**src/rtl/alu_arbiter_seq.sv**
```systemverilog
// Two-requester round-robin front end for a shared combinational 4-bit ALU.
// Optional grant counters enabled by defining ALU_ARB_STATS_EN.
module alu_arbiter_seq #(
   parameter int unsigned SETTLE_CYCLES = 1
) (
   input  logic       clk,
   input  logic       rst,
   input  logic [1:0] req_valid,
   output logic [1:0] req_ready,
   input  logic [7:0] req_op,
   input  logic [7:0] req_a,
   input  logic [7:0] req_b,
   output logic [3:0] alu_sel,
   output logic [3:0] alu_a,
   output logic [3:0] alu_b,
   input  logic [3:0] alu_res,
   input  logic       alu_cout,
   output logic       rsp_valid,
   input  logic       rsp_ready,
   output logic       rsp_id,
   output logic [3:0] rsp_res,
   output logic       rsp_cout,
   output logic       busy
`ifdef ALU_ARB_STATS_EN
   ,
   output logic [15:0] gnt_cnt
`endif
);

   typedef enum logic [1:0] {
      IDLE,
      SETTLE,
      RESP
   } state_t;

   localparam logic [3:0] SettleInit = 4'(SETTLE_CYCLES);

   state_t     state;
   logic       lastGnt;
   logic [3:0] settleCnt;
   logic [1:0] grant;
   logic       gntId;
   logic       accept;
   logic [3:0] selOp;
   logic [3:0] selA;
   logic [3:0] selB;

   // On a tie the requester that was not served last wins.
   always_comb begin
      grant = 2'b00;
      if (state == IDLE && !rst) begin
         grant[0] = req_valid[0] & (~req_valid[1] | lastGnt);
         grant[1] = req_valid[1] & (~req_valid[0] | ~lastGnt);
      end
   end

   assign req_ready = grant;
   assign accept    = |grant;
   assign gntId     = grant[1];
   assign selOp     = gntId ? req_op[7:4] : req_op[3:0];
   assign selA      = gntId ? req_a[7:4]  : req_a[3:0];
   assign selB      = gntId ? req_b[7:4]  : req_b[3:0];

   assign rsp_valid = (state == RESP);
   assign busy      = (state != IDLE);

   always_ff @(posedge clk or posedge rst) begin
      if (rst) begin
         state     <= IDLE;
         lastGnt   <= 1'b1;
         settleCnt <= 4'd0;
         alu_sel   <= 4'd0;
         alu_a     <= 4'd0;
         alu_b     <= 4'd0;
         rsp_id    <= 1'b0;
         rsp_res   <= 4'd0;
         rsp_cout  <= 1'b0;
      end else begin
         unique case (state)
            IDLE: begin
               if (accept) begin
                  alu_sel   <= selOp;
                  alu_a     <= selA;
                  alu_b     <= selB;
                  rsp_id    <= gntId;
                  lastGnt   <= gntId;
                  settleCnt <= SettleInit;
                  state     <= SETTLE;
               end
            end
            SETTLE: begin
               // Capture on the last settle cycle so the ALU saw stable operands.
               if (settleCnt <= 4'd1) begin
                  rsp_res   <= alu_res;
                  rsp_cout  <= alu_cout;
                  settleCnt <= 4'd0;
                  state     <= RESP;
               end else begin
                  settleCnt <= settleCnt - 4'd1;
               end
            end
            RESP: begin
               if (rsp_ready) begin
                  state <= IDLE;
               end
            end
            default: state <= IDLE;
         endcase
      end
   end

`ifdef ALU_ARB_STATS_EN
   logic [7:0] gntCnt0;
   logic [7:0] gntCnt1;

   always_ff @(posedge clk or posedge rst) begin
      if (rst) begin
         gntCnt0 <= 8'd0;
         gntCnt1 <= 8'd0;
      end else begin
         if (grant[0] && gntCnt0 != 8'hFF) begin
            gntCnt0 <= gntCnt0 + 8'd1;
         end
         if (grant[1] && gntCnt1 != 8'hFF) begin
            gntCnt1 <= gntCnt1 + 8'd1;
         end
      end
   end

   assign gnt_cnt = {gntCnt1, gntCnt0};
`endif

endmodule

```
**config.mk**
```make
export PLATFORM = sky130hd
export DESIGN_NAME = alu_arbiter_seq
export DESIGN_NICKNAME = d
export VERILOG_FILES = /design/src/rtl/alu_arbiter_seq.sv
export SDC_FILE = /design/constraint.sdc
export NUM_CORES = 1
export LEC_CHECK = 0
export CORE_ASPECT_RATIO = 2
export CORE_MARGIN = 3
export CORE_UTILIZATION = 37
export DETAILED_ROUTE_END_ITERATION = 8
export MAX_ROUTING_LAYER = met4
export PLACE_DENSITY = 0.75
export SLEW_MARGIN = 25
export SYNTH_ARGS = -nofsm -noshare
export SYNTH_HDL_FRONTEND = slang
export SYNTH_SLANG_ARGS = --single-unit
```
**constraint.sdc**
```tcl
create_clock -name clk -period 1.6 [get_ports clk]
set_clock_uncertainty 0.15 [all_clocks]
set_input_delay 0.32 -clock clk [delete_from_list [all_inputs] [get_ports clk]]
set_output_delay 0.32 -clock clk [all_outputs]
set_load 0.05 [all_outputs]
```
==> results of run 1 <==
## synth_stat cells (2+ instances only)
| library cell | n | area, um2 |
|---|---|---|
| buf_6 | 2 | 22.5 |
| nand2b_1 | 2 | 12.5 |
| inv_1 | 8 | 30.0 |
| ha_1 | 2 | 25.0 |
| a21oi_1 | 3 | 15.0 |
| o21ai_0 | 2 | 10.0 |
| dfrtp_1 | 24 | 601 |
| nand2_1 | 4 | 15.0 |
| mux2_2 | 19 | 214 |
| mux2_1 | 10 | 113 |
## worst paths after layout
check                           cells past startpoint  slack [ns]           end
worst max register to register                      5       -0.27      alu_b[2]
worst min-delay path                                2        0.02  settleCnt[1]
worst min register to register                      1        0.43        rsp_id
worst max-delay path                                4       -0.35  req_ready[0]
max in group asynchronous                           3        0.90      alu_a[3]
min in group clk                                    3        0.41       lastGnt
## metrics by stage
stage	area [um2]	hold WS [ns]	power [mW]	utilization [%]	setup WS (ns)
after floorplan	1270	0.197	2.72	-	0.0100
after global placement	2190	0.380	4.27	68.6	-0.418
after detailed placement	2190	0.389	4.37	68.6	-0.465
after CTS	2390	0.0349	5.07	74.9	-0.241
after global routing	2500	0.0254	5.56	78.4	-0.405
final	2500	0.0164	5.34	78.4	-0.346
## what timing repair did
action / CTS / global route
pin swaps: 4 / 4
endpoints found under the hold margin: 0 / 0
gates resized for setup: 38 / 19
gates cloned: 0 / 1
setup endpoints to repair: 23 / 26
buffers inserted: 7 / 4
## flip-flops by register name (all words and copies together) (netlist names)
signal and flops:
lastGnt 1, state 2, settleCnt 4, rsp_id 1, alu_sel 4, alu_b 4, rsp_res 4, rsp_cout 1
alu_a 4
## final cells by class
| type | instances | area (um2) |
|---|---|---|
| inverter | 8 | 32.5 |
| tap | 31 | 38.8 |
| fill | 184 | 688 |
| sequential | 25 | 628 |
| multi-input combinational | 63 | 733 |
| clock buffer | 3 | 41.3 |
| timing repair buffer | 81 | 1030 |
| clock inverter | 1 | 5.00 |
## cells in the final DEF, fill, tap and decap left out, drive strengths merged, types with 2 or more instances in the layout
cell,instances
ha,2
clkbuf,4
nand2,4
inv,8
dfrtp,24
buf,47
mux2,29
o21ai,2
dlygate4sd2,3
clkdlybuf4s50,30
nand2b,2
a21oi,3
nor3,2
## layer usage
layer | track usage (%) | share of wire, %
met4 | 5.29 | 1.0
met1 | 22.3 | 35
met2 | 38.9 | 58
met5 | - | 0
met3 | 1.43 | 5.6
## power by group
part | switching, mW | leakage (nW) | total (mW) | internal (mW)
logic | 1.69 | 0.814 | 3.68 | 1.99
registers | 0.342 | 0.300 | 1.28 | 0.936
clock network | 0.208 | 0.0255 | 0.383 | 0.175
total | 2.24 | 1.14 | 5.34 | 3.10
## cell families after synthesis
family / share of synthesized area, %
buf+inv: 4.20
simple gates: 8.50
mux: 26.1
compound gates: 9.10
fa+ha+maj: 2.00
flops: 50.1
==> out/metrics.yaml, run 1 <==
run_status:
  violations: "setup timing"
  outcome: "finished with violations"
detailed_routing:
  post_drt_wl_per_cell_um: 19.6
  drtAntennaViolNets: 0
  remaining_drc_errors: 0
  drtPass1Iterations: 4
  drt-vias-per-instance: 5.23
  drt-total-wl_um: 4160
  vias: 1108
  drtIter0Drc: 13
worst_setup_path:
  cp_top_family: "flip-flops"
  cp-start-kind: "flop"
  cp_slowest_stage_delay_ns: 0.44
  crit_path_end_kind: "output pin"
  cp.arrival_ns: 1.48
  timing.rr.start: "state[0]"
  slowest_stage: "dfrtp_1"
  cp_max_fo: 5
  cp_data_required_time_ns: 1.13
  crit_chain: "nor3_4 > nand2_2 > a21oi_4 > buf_12"
  critical_path.startpoint: "state[0]"
  crit_type: "reg -> out"
  critPathBufInv: 1
clock_network:
  numClockSinks: 25
  cts_root_buf: "clkbuf_8"
  path_clk_slew_ns: 0.09
  cts_tree: "done"
  cts_buffers: 3
  ctsHoldBuffers: 0
  clock_latency_ns: 0.27
  clock_path_buffers: 2
  htreeDepth: 1
synthesis:
  synth_area_um2: 1250
  syn-num-nets: 134
  synth_cell_types: 32
  synth_seq_cells: 25
  synth_area_per_cell_um2: 12.8
  yosysWarningCount: 0
  ys_async_sr_fraction_pct: 100
  ys_seq_area_share_pct: 50.1
  yosys_most_used_dff: "dfrtp_1"
  syn_inst: 98
  synth_edf_count: 0
die:
  num_rows: 29
  ios: 56
  initial_utilization_pct: 39.2
  fp.dieH_um: 88.2
  dieArea_um2: 4160
  die_width_um: 47.1
  core_area_um2: 3190
power_and_ir_drop:
  p_leak_nw: 1.14
  power_density_nw_per_um2: 2130
  peakVddDrop_mv: 1.32
timing:
  hold_viol_final: 0
  slew-limit-headroom_pct: 76.9
  fmax_mhz: 514
  finalSetupTns_ns: -4.58
  slew_viol_final: 0
  tightest_slew_ns: 0.345
  fin_ws_ns: -0.346
  rsz0062_at_grt: "yes"
  min_period_ns: 1.95
  setup_viol: 22
  period_share_pct: 122
global_routing:
  antenna_found_initial: 0
  grt_pass1_wl_um: 6100
  grt_pass1_vias: 1257
  track_usage_pct: 20.8
  grt.overflow.total: 0
  grt_max_degree: 18
final_layout:
  finalNonFillerCells: 212
  nets: 218
  diodes: 0
  syn_to_final_growth_pct: 100
  drive_above_1_share_pct: 55.8
worst_hold_path:
  min_path_type: "in -> async"
flow_run:
  drv_cap: 0
place:
  dpl.cell_count: 198
  dp_hpwl_um: 2790
  gp_congestion: 0.833
  io_buffers: 55
Power figures use the tool's default switching activity.
==> inputs of run 2 (changes only) <==
- CORE_MARGIN: 3 -> 2
- HOLD_SLACK_MARGIN: unset -> 0.05
==> run 2 against run 1 <==
Non-clock buffer count is 1 lower. Die area is 6.4% lower. Flip-flop and latch count stayed put. The flow still finishes with violations (setup timing). Combinational power is 5% lower. Design area is 1.9% lower. Via count is 0.72% lower. Routed wire length is 7.5% lower. Largest cell class unchanged. Largest power group unchanged.
==> out/metrics.yaml, run 2 (synthesized netlist as in run 1, its figures left out) <==
clock_network:
  cts_tree: "done"
  clock_latency_ns: 0.27  # about the same
  cts_root_buf: "clkbuf_8"
  clock_path_buffers: 2  # unchanged
  numClockSinks: 25  # unchanged
  cts_buffers: 3  # unchanged
  path_clk_slew_ns: 0.09  # about the same
  htreeDepth: 1  # unchanged
global_routing:
  grt_pass1_wl_um: 5980  # -2.0%
  grt_pass1_vias: 1219  # -3.0%
  track_usage_pct: 21.8  # +0.93 points
  grt.overflow.total: 0  # unchanged
  grt_max_degree: 19  # +1
  antenna_found_initial: 0  # unchanged
detailed_routing:
  post_drt_wl_per_cell_um: 18.2  # -7.0%
  drtIter0Drc: 17  # +4
  drt-total-wl_um: 3850  # -7.5%
  vias: 1100  # -0.72%
  drtAntennaViolNets: 0  # unchanged
  drt-vias-per-instance: 5.21  # -0.25%
  drtPass1Iterations: 4  # unchanged
  remaining_drc_errors: 0  # unchanged
die:
  num_rows: 29  # unchanged
  die_width_um: 45.1  # -4.2%
  ios: 56  # unchanged
  initial_utilization_pct: 39.2  # unchanged
  dieArea_um2: 3890  # -6.4%
  core_area_um2: 3190  # unchanged
  fp.dieH_um: 86.2  # -2.3%
timing:
  rsz0062_at_grt: "yes"
  timing.hold.ws_ns: 0.396  # +0.379 ns
  fmax_mhz: 535  # +4.0%
  period_share_pct: 117  # -4.7 points
  fin_ws_ns: -0.270  # +0.0752 ns
  min_period_ns: 1.87  # -0.0752 ns
  tightest_slew_ns: 0.288  # -0.0573 ns
  setup_viol: 24  # +9.1%
  slew-limit-headroom_pct: 80.7  # +3.8 points
  slew_viol_final: 0  # unchanged
  hold_viol_final: 0  # unchanged
  finalSetupTns_ns: -4.46  # +0.124 ns
worst_setup_path:
  cp_slowest_stage_delay_ns: 0.42  # -0.02 ns
  crit_path_end_kind: "flop"
  cp_max_fo: 6  # +1
  cp-start-kind: "flop"
  cp.arrival_ns: 1.87  # +0.39 ns
  cp_data_required_time_ns: 1.60  # +0.47 ns
  slowest_stage: "dfrtp_1"
  crit_type: "reg -> reg"
  crit_chain: "nor3_4 > o21a_1 > buf_4 > buf_12 > mux2_2"
final_layout:
  diodes: 0  # unchanged
  fin_util_pct: 76.9  # -1.5 points
  layout_common_cells: "30 x clkdlybuf4s50_1, 24 x buf_12, 23 x dfrtp_1"
  final_cell_area_um2: 2460  # -1.9%
  syn_to_final_growth_pct: 96.3
  fillerInstances: 184  # unchanged
  finalNonFillerCells: 211  # -0.47%
  mostFrequentLayoutCell: "clkdlybuf4s50_1"
  drive_above_1_share_pct: 52.2  # -3.6 points
  nets: 217  # -0.46%
place:
  dpl.cell_count: 198  # unchanged
  post_dp_cell_area_um2: 2190  # unchanged
  io_buffers: 55  # unchanged
  gp_congestion: 0.775  # -6.9%
  dp_hpwl_um: 2680  # -3.8%
  pre_cts_slack_ns: -0.470  # -0.00582 ns
run_status:
  outcome: "finished with violations"
  violations: "setup timing"
power_and_ir_drop:
  p_leak_nw: 1.11  # -2.2%
  total_power_mw: 5.11  # -4.2%
  power_density_nw_per_um2: 2080  # -2.3%
  peakVddDrop_mv: 1.09  # -18%
worst_hold_path:
  min_path_type: "reg -> reg"
flow_run:
  drv_cap: 0  # unchanged
==> run 2: changes by cell type in the layout (fill, tap and decap cells not counted), moves of 2 or more <==
cell / delta
mux2_2: +5
mux2_4: -4
buf_4: -2
ha_1: +2
==> run 2: cell type report <==
class	count	area [um2]	share of cell area (%)
clock inverters	1	5.00	0.204
clock buffers	3	41.3	1.68
flip-flops and latches	25	628	25.6
well taps	31	38.8	1.58
inverters	8	30.0	1.22
repair buffers	80	1030	41.9
multi-input cells	63	684	27.9
==> run 2: what timing repair did <==
| action | 4_1_cts | 5_1_grt |
|---|---|---|
| resized for setup | 35 | 10 |
| hold buffers | 1 | 0 |
| setup buffers | 4 | 4 |
| cloned | 1 | 0 |
| endpoints found under the hold margin | 2 | 0 |
| pin swaps | 4 | 4 |
| setup endpoints to repair | 23 | 27 |
==> run 2: worst paths after layout <==
kind	from	to	cells after the start	slack (ns)
min in group asynchronous	rst	alu_b[3]	3	0.59
max reg2reg	state[0]	alu_sel[1]	5	-0.27
min reg2reg	rsp_id	rsp_id	1	0.40
max in group asynchronous	rst	alu_sel[0]	4	0.34
min	rsp_id	rsp_id	1	0.40
max	state[0]	alu_sel[1]	5	-0.27
==> run 2: power breakdown <==
group | total (mW) | switching (mW) | internal (mW)
logic | 3.49 | 1.61 | 1.87
clock network | 0.369 | 0.195 | 0.174
registers | 1.26 | 0.321 | 0.936
total | 5.11 | 2.13 | 2.98
==> run 2: worst max-delay path, delay by kind of cell (launching register included) <==
kind	cells	cell delay [ns]
DFF	1	0.42
buffers and inverters	2	0.29
muxes	1	0.33
and+or+nand+nor	1	0.26
AOI/OAI and AO/OA	1	0.31
==> run 2: per-layer routing <==
| metal | GRT usage [%] | wire length [um] | vias to the layer above |
|---|---|---|---|
| li1 | - | - | 516 |
| met1 | 23.5 | 1400 | 540 |
| met2 | 39.0 | 2210 | 38 |
| met3 | 2.08 | 156 | 6 |
| met4 | 8.29 | 82 | 0 |
| met5 | - | 0 | - |
==> RTL change (flow settings as in run 2) <==
The option `ALU_ARB_STATS_EN` is turned on by a define.
--- a/src/rtl/alu_arbiter_seq.sv
+++ b/src/rtl/alu_arbiter_seq.sv
@@ -1,5 +1,7 @@
 // Two-requester round-robin front end for a shared combinational 4-bit ALU.
 // Optional grant counters enabled by defining ALU_ARB_STATS_EN.
+`define ALU_ARB_STATS_EN
+
 module alu_arbiter_seq #(
    parameter int unsigned SETTLE_CYCLES = 1
 ) (
Formal check against the unedited RTL (old outputs only; new: gnt_cnt): equivalent (equiv_simple and equiv_induct, registers matched by name and starting in step).
==> RTL change against run 2 <==
  * Wire length rose by 67%
  * Area after synthesis rose by 57%
  * The flow still finishes with violations (setup timing)
  * Largest power group unchanged
  * Power rose by 66%
  * Sequential cell count rose by 16
  * Design area rose by 64%
  * Combinational power rose by 60%
  * Worst setup slack improved by 0.062 ns
  * Core utilization rose by 1.4 points
==> RTL change: results (changes against run 2) <==
| Parameter | Value | Delta |
|:---|:---|:---|
| Status | complete, but fails checks |  |
| Failing checks | setup timing |  |
| Arrival time of the worst setup path | 1.34 ns | -0.53 ns |
| Final weighted congestion in routability-driven placement | 0.8053 | +3.9% |
| Transition time at the pin with the least slew margin | 0.5094 ns | +0.2214 ns |
| Biggest area contributors in the synthesized netlist | dfrtp_1 (51%), a21oi_1 (6.6%), nand2_1 (5.2%), mux2_2 (3.4%), nor2_1 (3.2%) |  |
| Reg2Reg Capture Point | gntCnt1[2] |  |
| Number of DRC violations after detailed-routing iteration 0 | 38 | +21 |
| Depth of the worst register-to-register path | 8 | +3 |
| Layout Cells excl Fill | 380 | +80% |
| Vias in the first global route | 2132 | +75% |
| Synth Instances | 194 | +98% |
| Global-route wire length before repair | 10.11 mm | +69% |
| Synthesized net count | 232 | +73% |
| Peak ir drop on the vdd network | 1.816 mV | +67% |
| Slack of the worst reg-to-reg path | -0.16 ns | +0.11 ns |
| Pin count of the biggest net entering global routing | 26 | +7 |
| Pleak | 1.820 nW | +63% |
| WHS | 0.2490 ns | -0.1466 ns |
| Number of port buffers | 71 | +29% |
| H-Tree Level Count | 2 | +1 |
| Final number of setup-violating endpoints | 31 | +29% |
| Worst-case setup margin in the final layout | -0.2081 ns | +0.06224 ns |
| Final TNS setup | -2.189 ns | +2.268 ns |
| DP Cell Count | 357 | +80% |
| Maximum clock insertion buffer count | 2 | unchanged |
| Max Fanout on Critical Path | 2 | -4 |
| Latest clock arrival within the worst-skew pair | 0.29 ns | +0.02 ns |
| Number of filler cells placed in the layout | 311 | +69% |
| Share of post-route cells with drive strength above 1 | 0.5093 | -0.01291 |
| Cts bufs inserted | 5 | +2 |
| Global Route Usage Sum | 0.2221 | +0.004282 |
| Detailed-route via count | 1969 | +79% |
==> RTL change: cell types whose count changed in the layout (fill, tap and decap cells not counted), sizes merged, moves of 5 or more <==
cell	run 2	this run
xor2	0	5
a21oi	3	26
nand3	0	7
dfrtp	24	40
nor2	1	17
buf	46	91
nand2	4	27
mux2	29	11
==> RTL change: how the worst max path moves through the flow <==
stage | from | endpoint | slack, ns | depth (start not counted)
after floorplan | gntCnt1[0] | gntCnt1[1] | -0.12 | 4
after detailed placement | rst | gntCnt1[4] | -0.49 | 7
final | state[0] | req_ready[1] | -0.21 | 5
after global routing | state[0] | req_ready[1] | -0.29 | 5
after global placement | rst | gntCnt1[4] | -0.45 | 7
after CTS | state[1] | req_ready[1] | -0.25 | 5
==> RTL change: stage by stage <==
| step | cell area (sq um) | util | worst slack [ns] |
|---|---|---|---|
| after CTS | 3884 | 0.7558 | -0.2500 |
| after detailed placement | 3502 | 0.6815 | -0.4914 |
| after global routing | 4024 | 0.7831 | -0.2889 |
| after floorplan | 2088 | - | -0.1195 |
| after global placement | 3502 | 0.6815 | -0.4481 |
| final | 4024 | 0.7831 | -0.2081 |
==> RTL change: metal layers <==
layer	global-route usage	wire length [um]	vias to the layer above
met4	0.08188	108	0
met2	0.4252	3894	47
li1	-	-	927
met5	-	0	-
met1	0.2250	2254	989
met3	0.02654	180	6
==> RTL change: cells by family (layout without fill, tap and decap cells) <==
family,count (synthesis),after routing,synth area share
multiplexers,12,12,0.06806
AO/OA/AOI/OAI,43,43,0.1247
AND/OR/NAND/NOR,71,71,0.1927
flip-flops,41,41,0.5223
XOR/XNOR,8,8,0.03562
buffers and inverters,15,143,0.03117
adder cells (fa/ha/maj),4,4,0.02545
==> RTL change: cell type report <==
cell class / instances / share of cell area
flip-flops and latches: 41 / 0.2590
inverters: 11 / 0.01337
clock buffers: 7 / 0.02146
repair buffers: 124 / 0.3890
clock inverters: 1 / 0.007463
multi-input cells: 138 / 0.2917
well taps: 58 / 0.01803
==> RTL change: report_power, final <==
| part | total (mW) | switching [mW] | internal, mW |
|---|---|---|---|
| Sequential | 2.05 | 0.546 | 1.50 |
| Clock | 0.873 | 0.363 | 0.509 |
| Combinational | 5.59 | 2.76 | 2.83 |
| Total | 8.51 | 3.67 | 4.84 |
==> RTL change: worst max-delay path: cells and delay by family (launching register included) <==
family                 cells  cell delay, ns
buffers and inverters      3            0.34
AND/OR/NAND/NOR            2            0.31
flip-flops                 1            0.41
==> RTL change: what timing repair did <==
action,CTS,global route
pin swaps,22,18
gates cloned,1,0
setup endpoints to repair,39,42
gates resized for setup,45,28
hold buffers,0,0
buffers inserted,10,5
